## config.mk

```make
export PLATFORM = sky130hd
export DESIGN_NAME = m_mem_arbiter
export DESIGN_NICKNAME = d
export VERILOG_FILES = /design/src/rtl/m_mem_arbiter.sv
export SDC_FILE = /design/constraint.sdc
export NUM_CORES = 1
export LEC_CHECK = 0
export BUFFER_PORTS_ARGS = -buffer_cell sky130_fd_sc_hd__buf_2
export CAP_MARGIN = 20
export CORE_AREA = 5 5 108 110
export CTS_BUF_LIST = sky130_fd_sc_hd__clkbuf_8
export CTS_CLUSTER_SIZE = 8
export DETAILED_ROUTE_END_ITERATION = 8
export DIE_AREA = 0 0 113 115
export GPL_TIMING_DRIVEN = 0
export PLACE_DENSITY_LB_ADDON = 0.25
export REMOVE_ABC_BUFFERS = 1
export SYNTH_ARGS = -nofsm -noshare
export SYNTH_HDL_FRONTEND = slang
export SYNTH_SLANG_ARGS = --single-unit
```

## constraint.sdc

```tcl
create_clock -name w_clk -period 3.1 [get_ports w_clk]
set_input_delay 0.62 -clock w_clk [delete_from_list [all_inputs] [get_ports w_clk]]
set_output_delay 0.62 -clock w_clk [all_outputs]
set_load 0.005 [all_outputs]
```

## src/rtl/m_mem_arbiter.sv

```systemverilog
// Two-requester arbiter (instruction fetch, load/store data) in front of one
// single-port synchronous-read memory; the read response is routed back one cycle later.
module m_mem_arbiter #(
    parameter int RR    = 1,
    parameter int CNT_W = 16
) (
    input  logic             w_clk,
    input  logic             w_rst,
    input  logic             w_if_req,
    input  logic [31:0]      w_if_adr,
    output logic             w_if_gnt,
    output logic             w_if_rvalid,
    output logic [31:0]      w_if_rdata,
    input  logic             w_d_req,
    input  logic             w_d_we,
    input  logic [31:0]      w_d_adr,
    input  logic [31:0]      w_d_wd,
    output logic             w_d_gnt,
    output logic             w_d_rvalid,
    output logic [31:0]      w_d_rdata,
    output logic             w_m_en,
    output logic             w_m_we,
    output logic [31:0]      w_m_adr,
    output logic [31:0]      w_m_wd,
    input  logic [31:0]      w_m_rd,
    output logic [CNT_W-1:0] w_conflicts
);

    typedef enum logic {
        PORT_IF,
        PORT_D
    } port_t;

    typedef enum logic [1:0] {
        OWN_NONE,
        OWN_IF,
        OWN_D
    } owner_t;

    port_t            last_reg;
    owner_t           owner_reg;
    logic [CNT_W-1:0] conflicts_reg;
    logic             both_req;
    logic             d_wins;

    assign both_req = w_if_req & w_d_req;

    // On conflict the data port wins unless round-robin says fetch's turn has come.
    assign d_wins = (RR != 0) ? (last_reg == PORT_IF) : 1'b1;

    // Grants are gated by reset so nothing reaches memory while reset is held.
    assign w_d_gnt  = ~w_rst & w_d_req  & (~w_if_req | d_wins);
    assign w_if_gnt = ~w_rst & w_if_req & ~(w_d_req & d_wins);

    assign w_m_en  = w_if_gnt | w_d_gnt;
    assign w_m_we  = w_d_gnt & w_d_we;
    assign w_m_adr = w_d_gnt ? w_d_adr : (w_if_gnt ? w_if_adr : 32'h0);
    assign w_m_wd  = w_m_we ? w_d_wd : 32'h0;

    assign w_if_rvalid = (owner_reg == OWN_IF);
    assign w_d_rvalid  = (owner_reg == OWN_D);
    assign w_if_rdata  = w_m_rd;
    assign w_d_rdata   = w_m_rd;
    assign w_conflicts = conflicts_reg;

    always_ff @(posedge w_clk or posedge w_rst) begin
        if (w_rst) begin
            last_reg      <= PORT_IF;
            owner_reg     <= OWN_NONE;
            conflicts_reg <= '0;
        end else begin
            if (w_d_gnt) begin
                last_reg <= PORT_D;
            end else if (w_if_gnt) begin
                last_reg <= PORT_IF;
            end

            // Stores produce no response, so they leave the owner empty.
            if (w_if_gnt) begin
                owner_reg <= OWN_IF;
            end else if (w_d_gnt && !w_d_we) begin
                owner_reg <= OWN_D;
            end else begin
                owner_reg <= OWN_NONE;
            end

            if (both_req && (conflicts_reg != {CNT_W{1'b1}})) begin
                conflicts_reg <= conflicts_reg + 1'b1;
            end
        end
    end

endmodule

```

==> results by group, run 1 <==
Run status
  – Status: finished clean

Global route
  – GRT Total Usage: 14.3%
  – Initial antenna violation count: 0
  – GRT overflow: 0
  – Vias in the first global route: 2198
  – Largest net degree at the start of global routing: 37
  – First-pass GRT wire length: between 10000 and 15000 um

Synth
  – Ys Warns: 0
  – Syn avg cell area: 8.89 sq um
  – Post-Syn Area: 2050 sq um
  – Sequential element share of the synthesized area: 23.2%
  – Post-synthesis register bit count: 19
  – Count of cell types in the netlist: 36
  – Syn Inst Count: 231

Place
  – HPWL Detailed: 8920 um
  – GPL Wtd Cong: 0.773
  – Post-DP Area: 2670 sq um
  – Buffers on Ports: 186

Worst setup path
  – Reg2reg path depth: 5
  – Crit-path max FO: 36
  – Worst Path Buf+Inv: 3
  – CP endpoint kind: output port
  – Worst stage delay on the critical path: about 0.44 ns
  – CP dominant cell by count: buf_2
  – CP Data Required Time: 2.48 ns
  – Critical Path Stages: 5
  – CP cell instances: buf_2 > clkinvlp_4 > o211a_4 > or2_2 > buf_2
  – CP startpoint kind: input port
  – CP Class: in -> out
  – CP max-delay cell: o211a_4
  – Worst Path Arrival: 2.09 ns
  – Delay-heaviest family, CP: buffers and inverters

Layout
  – Max reg flops: 16
  – Post-route cell area: between 2000 and 3000 sq um
  – Share of layout cells above drive strength 1: 59.9%
  – Most common cell after layout, fill and taps aside: buf_2
  – Commonest cells after routing, fill and taps aside: buf_2, and3_1, a22o_1, dfrtp_1, xor2_1
  – Final Core Density: 25.7%
  – Area Growth Syn to Fin: 32.9%
  – Final net count: 479

Clock network
  – Worst skew pair latency: 0.25 ns
  – H-tree levels: 1
  – Clock Path Buffers: 2
  – Total setup buffers inserted after CTS: 0
  – Sink Count: 19
  – CTS Root Cell: clkbuf_8
  – CTS tree: done
  – Clk slew on worst S/H paths: about 0.07 ns
  – CTS buffer count: 3

Timing
  – Max Clock Skew: approximately 0.0017 ns
  – RSZ-0062 raised after global routing: no
  – Fin. max-slew vios: 0
  – Min Tclk post-route: 2.71 ns
  – Hold_ws: 0.428 ns
  – Worst Max-Slew Pin Slew: 0.760 ns
  – Final Cycle Share: between 80 and 90%
  – Final setup vio count: 0
  – Max Freq: 0.369 GHz
  – Final Hold Viols: 0
  – Max-Slew Margin vs Limit: around half

Die
  – Core area: 10600 sq um
  – Chip width: 113 um
  – Die Height: 115 um
  – IO Pins: 283
  – Starting Density: 19.4%
  – Full die area: between 10000 and 15000 sq um
  – FP Rows: 38

Run
  – Max-cap violation count: 0

Route
  – Drt pass-1 iters: 4
  – DRT Wirelength: 10100 um
  – DR iter-0 viols: 67
  – Vias per Instance: 4.47
  – Drt wl/cell: 20.9 um
  – DRC viols: 0
  – Routed Antenna Nets: 0
  – Vias: 2168

Hold path
  – Hold WC Path Type: in -> async

Power
  – Cell Pwr Density: 332 nW/um^2
  – Leakage: 1.64 nW
  – Max VDD drop: 0.000154 V
path summary, 6_finish.rpt:
path	start	endpoint	slack, ns
max	w_rst	w_m_en	0.39
min	w_rst	last_reg	0.43
max reg2reg	w_conflicts[0]	w_conflicts[1]	1.26
min reg2reg	w_conflicts[0]	w_conflicts[0]	0.53
max in group asynchronous	w_rst	owner_reg[0]	2.38
min in group w_clk	w_conflicts[0]	w_conflicts[0]	0.53
synthesized netlist by cell type:
master | count | area (sq um)
buf_4 | 64 | 480
and3_1 | 34 | 213
a22o_1 | 32 | 280
dfrtp_1 | 19 | 475
clkbuf_1 | 12 | 45.0
xor2_1 | 8 | 70.1
inv_1 | 5 | 18.8
nand2_1 | 5 | 18.8
nand3_1 | 5 | 25.0
xnor2_1 | 5 | 43.8
nand4_1 | 4 | 25.0
nor2b_1 | 4 | 25.0
buf_2 | 3 | 15.0
nor2_1 | 3 | 11.3
a2111oi_4 | 2 | 55.1
nor2_2 | 2 | 12.5
nor3_1 | 2 | 10.0
nor3b_1 | 2 | 15.0
nor4_4 | 2 | 42.5
o211ai_1 | 2 | 15.0
a211oi_1 | 1 | 7.51
a211oi_2 | 1 | 12.5
a31oi_1 | 1 | 6.26
a41oi_1 | 1 | 8.76
and2_1 | 1 | 6.26
ha_1 | 1 | 12.5
mux2_1 | 1 | 11.3
mux2_4 | 1 | 15.0
nand2_2 | 1 | 6.26
nand4_4 | 1 | 21.3
nor3b_2 | 1 | 12.5
o211a_1 | 1 | 10.0
o21bai_1 | 1 | 7.51
or2_0 | 1 | 6.26
or2_1 | 1 | 6.26
or2_2 | 1 | 6.26
kinds of logic (layout without fill, tap and decap cells):
| logic type | Yosys count | after routing | synth area share [%] |
|---|---|---|---|
| fa+ha+maj | 1 | 1 | 0.609 |
| compound gates | 42 | 42 | 19.6 |
| flops | 19 | 19 | 23.2 |
| mux | 2 | 2 | 1.28 |
| simple gates | 70 | 70 | 22.5 |
| xor+xnor | 13 | 13 | 5.55 |
| other cells | 0 | 1 | 0 |
| buf+inv | 84 | 197 | 27.2 |
area by class of cell:
class,instances,area [sq um]
fillers,1212,7870
multi-input cells,128,1030
repair buffers,188,973
flip-flops and latches,19,475
well taps,140,175
clock buffers,3,41.3
inverters,5,22.5
clock inverters,1,5.00
diodes,1,2.50
metrics by stage:
stage / cells / total power, W / setup WS (ns) / setup TNS [ns]
global placement: 478 / 0.000727 / -1.45 / -90.92
global route: 484 / 0.000977 / 0.190 / 0
CTS: 484 / 0.000924 / 0.108 / 0
floorplan: 152 / 0.000517 / -0.330 / -21.23
finish: 485 / 0.000906 / 0.387 / 0
detailed placement: 480 / 0.000744 / -0.392 / -10.37
per-layer routing:
layer	up-vias	global-route usage (%)	part of all wire, %
li1	985	-	-
met4	2	1.20	0.099
met2	188	20.5	42
met5	-	2.96	0.40
met1	989	15.7	37
met3	4	13.9	21
where the power goes:
group	switching, W	internal, W
sequential	0.0000739	0.000296
clock	0.0000816	0.0000892
combinational	0.000169	0.000197
total	0.000324	0.000582
timing repair:
item,CTS,global route
setup endpoints to repair,34,1
hold buffers,0,0
gates resized for setup,2,1
hold endpoints to repair,0,0
No activity file was read; power rests on OpenSTA's default activity.
==> run 2, diff against run 1 <==
GPL_TIMING_DRIVEN = not set   (was 0)
==> results by group, run 2 (synthesized netlist as in run 1, its figures left out) <==
Timing
  – Max-Slew Margin vs Limit: 61.6%
  – RSZ-0062 raised after global routing: no
  – Final Cycle Share: 78.3%
  – Fin Setup TNS: 0 ns
  – Max Clock Skew: approximately 0.0020 ns
  – Final Hold Viols: 0
  – Final setup vio count: 0
  – Min Tclk post-route: roughly 2.4 ns
  – Max Freq: between 0.4 and 0.5 GHz
  – Fin. max-slew vios: 0
  – Worst Max-Slew Pin Slew: 0.577 ns

Layout
  – Post-route cell area: 2730 sq um
  – Area Growth Syn to Fin: 32.8%
  – Final net count: 481
  – Most common cell after layout, fill and taps aside: buf_2
  – Commonest cells after routing, fill and taps aside: buf_2, and3_1, a22o_1, dfrtp_1, xor2_1
  – Share of layout cells above drive strength 1: about 59%
  – Max reg flops: 16
  – Antenna cell count: 0
  – Cell Count, Final, Fillers Out: 486

Die
  – Chip width: 113 um
  – FP Rows: 38
  – Die Height: 115 um
  – IO Pins: 283
  – Core area: approximately 11000 sq um
  – Full die area: 13000 sq um
  – Starting Density: between 10% and 20%

Worst setup path
  – CP Class: in -> out
  – CP max-delay cell: o211a_1
  – CP dominant cell by count: buf_2
  – Worst Path Arrival: 1.81 ns
  – Reg2reg path depth: 5
  – Worst stage delay on the critical path: slightly below 0.4 ns
  – Crit-path max FO: 25
  – CP cell instances: buf_2 > inv_1 > o211a_1 > buf_12 > a22o_1 > buf_2
  – Worst Path Buf+Inv: 4
  – Critical Path Stages: 6
  – CP startpoint kind: input port
  – CP endpoint kind: output port
  – Delay-heaviest family, CP: compound AO/OA/AOI/OAI gates
  – CP Data Required Time: 2.48 ns

Route
  – DRT Wirelength: 10300 um
  – Vias: 2203
  – DR iter-0 viols: 59
  – Drt wl/cell: around 21 um
  – DRC viols: 0
  – Vias per Instance: 4.53
  – Drt pass-1 iters: 4
  – Routed Antenna Nets: 0

Place
  – Buffers on Ports: about 190
  – GPL Wtd Cong: approximately 0.8
  – HPWL Detailed: 9040 um
  – Post-DP Area: 2680 sq um
  – DP Cell Count: 482

Run status
  – Status: finished clean

Global route
  – GRT Total Usage: 14.8%
  – First-pass GRT wire length: 14600 um
  – Initial antenna violation count: 0
  – Largest net degree at the start of global routing: 70
  – Vias in the first global route: 2280
  – GRT overflow: 0

Clock network
  – H-tree levels: 1
  – CTS Root Cell: clkbuf_8
  – Cts repair resizes: 0
  – Clk slew on worst S/H paths: 0.08 ns
  – CTS buffer count: 3
  – CTS Hold Bufs: 0
  – Sink Count: 19
  – CTS tree: done
  – Worst skew pair latency: 0.25 ns
  – Clock Path Buffers: 2
  – Total setup buffers inserted after CTS: 0

Run
  – Max-cap violation count: 0

Power
  – Cell Pwr Density: roughly 330 nW/um^2
  – Leakage: 1.66 nW
  – Max VDD drop: 0.000144 V

Hold path
  – Hold WC Path Type: in -> async
[run 2: worst register-to-register path, stage by stage (launching register included)]
cell and delay, ns:
dfrtp_1 0.41, ha_1 0.22, nand3_1 0.17, nor4_4 0.48, nor2_2 0.10, mux2_4 0.30
[run 2: path summary, 6_finish.rpt]
path,start,endpoint,slack (ns)
max,w_d_req,w_m_adr[5],0.67
min,w_rst,last_reg,0.44
max reg2reg,w_conflicts[0],w_conflicts[1],1.30
min reg2reg,w_conflicts[0],w_conflicts[0],0.54
max in group asynchronous,w_rst,w_conflicts[4],2.44
min in group w_clk,w_conflicts[0],w_conflicts[0],0.54
[run 2: area by class of cell]
class                           instances  area (sq um)
Clock buffer                            3          41.3
Clock inverter                          1          3.75
Fill cell                            1194          7880
Inverter                                5          18.8
Multi-Input combinational cell        128          1030
Sequential cell                        19           475
Tap cell                              140           175
Timing Repair Buffer                  190           986
[run 2: power breakdown]
part           internal [W]  switching [W]  total [W]
clock network     0.0000881      0.0000859   0.000174
registers          0.000296      0.0000734   0.000369
logic              0.000197       0.000165   0.000362
[run 2: per-layer routing]
| layer | GRT usage [%] | up-vias | share of wire [%] |
|---|---|---|---|
| li1 | - | 992 | - |
| met1 | 16.7 | 1012 | 37 |
| met4 | 2.08 | 2 | 0.70 |
| met2 | 20.8 | 189 | 42 |
| met5 | 2.59 | - | 0.35 |
| met3 | 13.8 | 8 | 20 |
[run 2: through the flow]
stage,setup WS [ns],utilization (%),total power [W],hold slack [ns]
after global routing,0.555,25.7,0.000982,0.477
final,0.673,25.7,0.000905,0.444
after CTS,0.631,25.7,0.000921,0.457
after floorplan,-0.330,-,0.000517,0.507
after global placement,0.646,25.3,0.000738,0.516
after detailed placement,0.635,25.3,0.000744,0.525
==> run 3, diff against run 2 <==
CORE_AREA = 5 5 107 109   (was 5 5 108 110)
DIE_AREA = 0 0 112 114   (was 0 0 113 115)
clock period = 2 ns   (was 3.1 ns; I/O delays follow)
==> results by group, run 3 (synthesized netlist as in run 1, its figures left out) <==
Worst setup path
  – CP max-delay cell: dfrtp_1
  – CP Data Required Time: 1.60 ns
  – Worst Path Arrival: roughly 1.6 ns
  – CP endpoint kind: output port
  – CP Class: reg -> out
  – CP cell instances: a211oi_4 > buf_4 > clkbuf_16 > a22o_1 > buf_2
  – CP startpoint kind: flip-flop
  – Worst r2r src: w_conflicts[0]
  – RR Endpoint: w_conflicts[5]
  – Reg2reg path depth: 6
  – Crit-path max FO: 17
  – Worst stage delay on the critical path: 0.43 ns
  – Worst R2R Setup Slack: about 0.28 ns

Die
  – IO Pins: 283
  – Chip width: 112 um
  – Die Height: 114 um
  – Core area: 10500 sq um
  – Starting Density: ~20%
  – FP Rows: 38
  – Full die area: 12800 sq um

Timing
  – Max-Slew Margin vs Limit: around 64%
  – RSZ-0062 raised after global routing: yes
  – Final Cycle Share: 99.2%
  – Worst setup margin: ~0.015 ns
  – Final setup vio count: 0
  – Fin. max-slew vios: 0
  – Fin Setup TNS: 0 ns
  – Worst Max-Slew Pin Slew: 0.546 ns
  – Max Freq: 0.504 GHz
  – Final Hold Viols: 0
  – Min Tclk post-route: 1.98 ns
  – Max Clock Skew: approximately 0.00085 ns

Hold path
  – Hold WC Path Type: in -> async

Route
  – Drt pass-1 iters: 4
  – Vias per Instance: between 4 and 5
  – Vias: 2174
  – DRC viols: 0
  – Routed Antenna Nets: 0
  – DRT Wirelength: 10000 um
  – Drt wl/cell: 20.5 um
  – DR iter-0 viols: 52

Clock network
  – CTS Root Cell: clkbuf_8
  – Sink Count: 19
  – CTS tree: done
  – H-tree levels: 1
  – CTS buffer count: 3
  – Clk slew on worst S/H paths: 0.07 ns
  – Clock Path Buffers: 2
  – Worst skew pair latency: 0.26 ns
  – CTS Hold Bufs: 0

Layout
  – Footprint of the multi-input gates: around 1000 sq um
  – Final net count: 485
  – Antenna cell count: 0
  – Commonest cells after routing, fill and taps aside: buf_2, and3_1, a22o_1, dfrtp_1, xor2_1
  – Filler cell count: 1161
  – Share of layout cells above drive strength 1: around 60%
  – Most common cell after layout, fill and taps aside: buf_2
  – Register Area: 475 sq um
  – Area Growth Syn to Fin: 35.7%
  – Cell Count, Final, Fillers Out: 490
  – Max reg flops: 16

Place
  – DP Cell Count: 482
  – HPWL Detailed: 8430 um
  – GPL Wtd Cong: 0.793
  – Pre-CTS WS: 0.141 ns
  – Buffers on Ports: 186

Global route
  – GRT Total Usage: 14.1%
  – Largest net degree at the start of global routing: 70
  – Initial antenna violation count: 0
  – First-pass GRT wire length: 13700 um
  – Vias in the first global route: 2331
  – GRT overflow: 0

Power
  – Leakage: 1.69 nW
  – Cell Pwr Density: 507 nW/um^2
  – Max VDD drop: 0.000235 V

Run status
  – Status: finished clean

Run
  – Max-cap violation count: 0
## run 3: layer usage
layer / global-route usage [%] / vias up / wire length (um)
li1: - / 996 / -
met1: 16.1 / 984 / 3890
met2: 20.7 / 181 / 4340
met3: 10.7 / 11 / 1670
met4: 2.56 / 2 / 76
met5: 5.10 / - / 71
## run 3: report_power, final
| part | total, W | internal (W) | switching (W) |
|---|---|---|---|
| registers | 0.000571 | 0.000459 | 0.000112 |
| clock network | 0.000268 | 0.000137 | 0.000131 |
| logic | 0.000574 | 0.000318 | 0.000257 |
| total | 0.00141 | 0.000913 | 0.000500 |
## run 3: worst max-delay path: cells and delay by family, from the launching register on
family | cells | cell delay, ns
compound gates | 2 | 0.42
buf+inv | 3 | 0.47
flops | 1 | 0.43
## run 3: how the worst max path moves through the flow
stage | start | to | depth (start not counted)
CTS | last_reg | w_m_adr[28] | 4
global placement | w_d_req | w_m_adr[28] | 6
finish | last_reg | w_m_adr[21] | 5
floorplan | w_d_req | w_m_adr[0] | 3
global route | last_reg | w_m_wd[5] | 5
detailed placement | w_d_req | w_m_adr[29] | 6
## run 3: repair_timing
action / in CTS / in global routing
gates resized for setup: 0 / 2
buffers inserted: 0 / 2
setup endpoints to repair: 0 / 60
## run 3: cell type report
type                            count  share of cell area (%)
Tap cell                          140                    6.29
Clock buffer                        3                    1.48
Timing Repair Buffer              194                    37.5
Inverter                            5                   0.674
Multi-Input combinational cell    128                    36.8
Clock inverter                      1                   0.135
Sequential cell                    19                    17.1
## run 3: stage by stage
step	utilization, %	total power, W	hold WS [ns]	instance area, sq um
2_1_floorplan	-	0.000802	0.360	1510
3_3_place_gp	25.5	0.00114	0.514	2680
5_1_grt	26.5	0.00152	0.252	2790
6_report	26.5	0.00141	0.221	2790
4_1_cts	25.9	0.00142	0.228	2730
3_5_place_dp	25.5	0.00114	0.514	2680
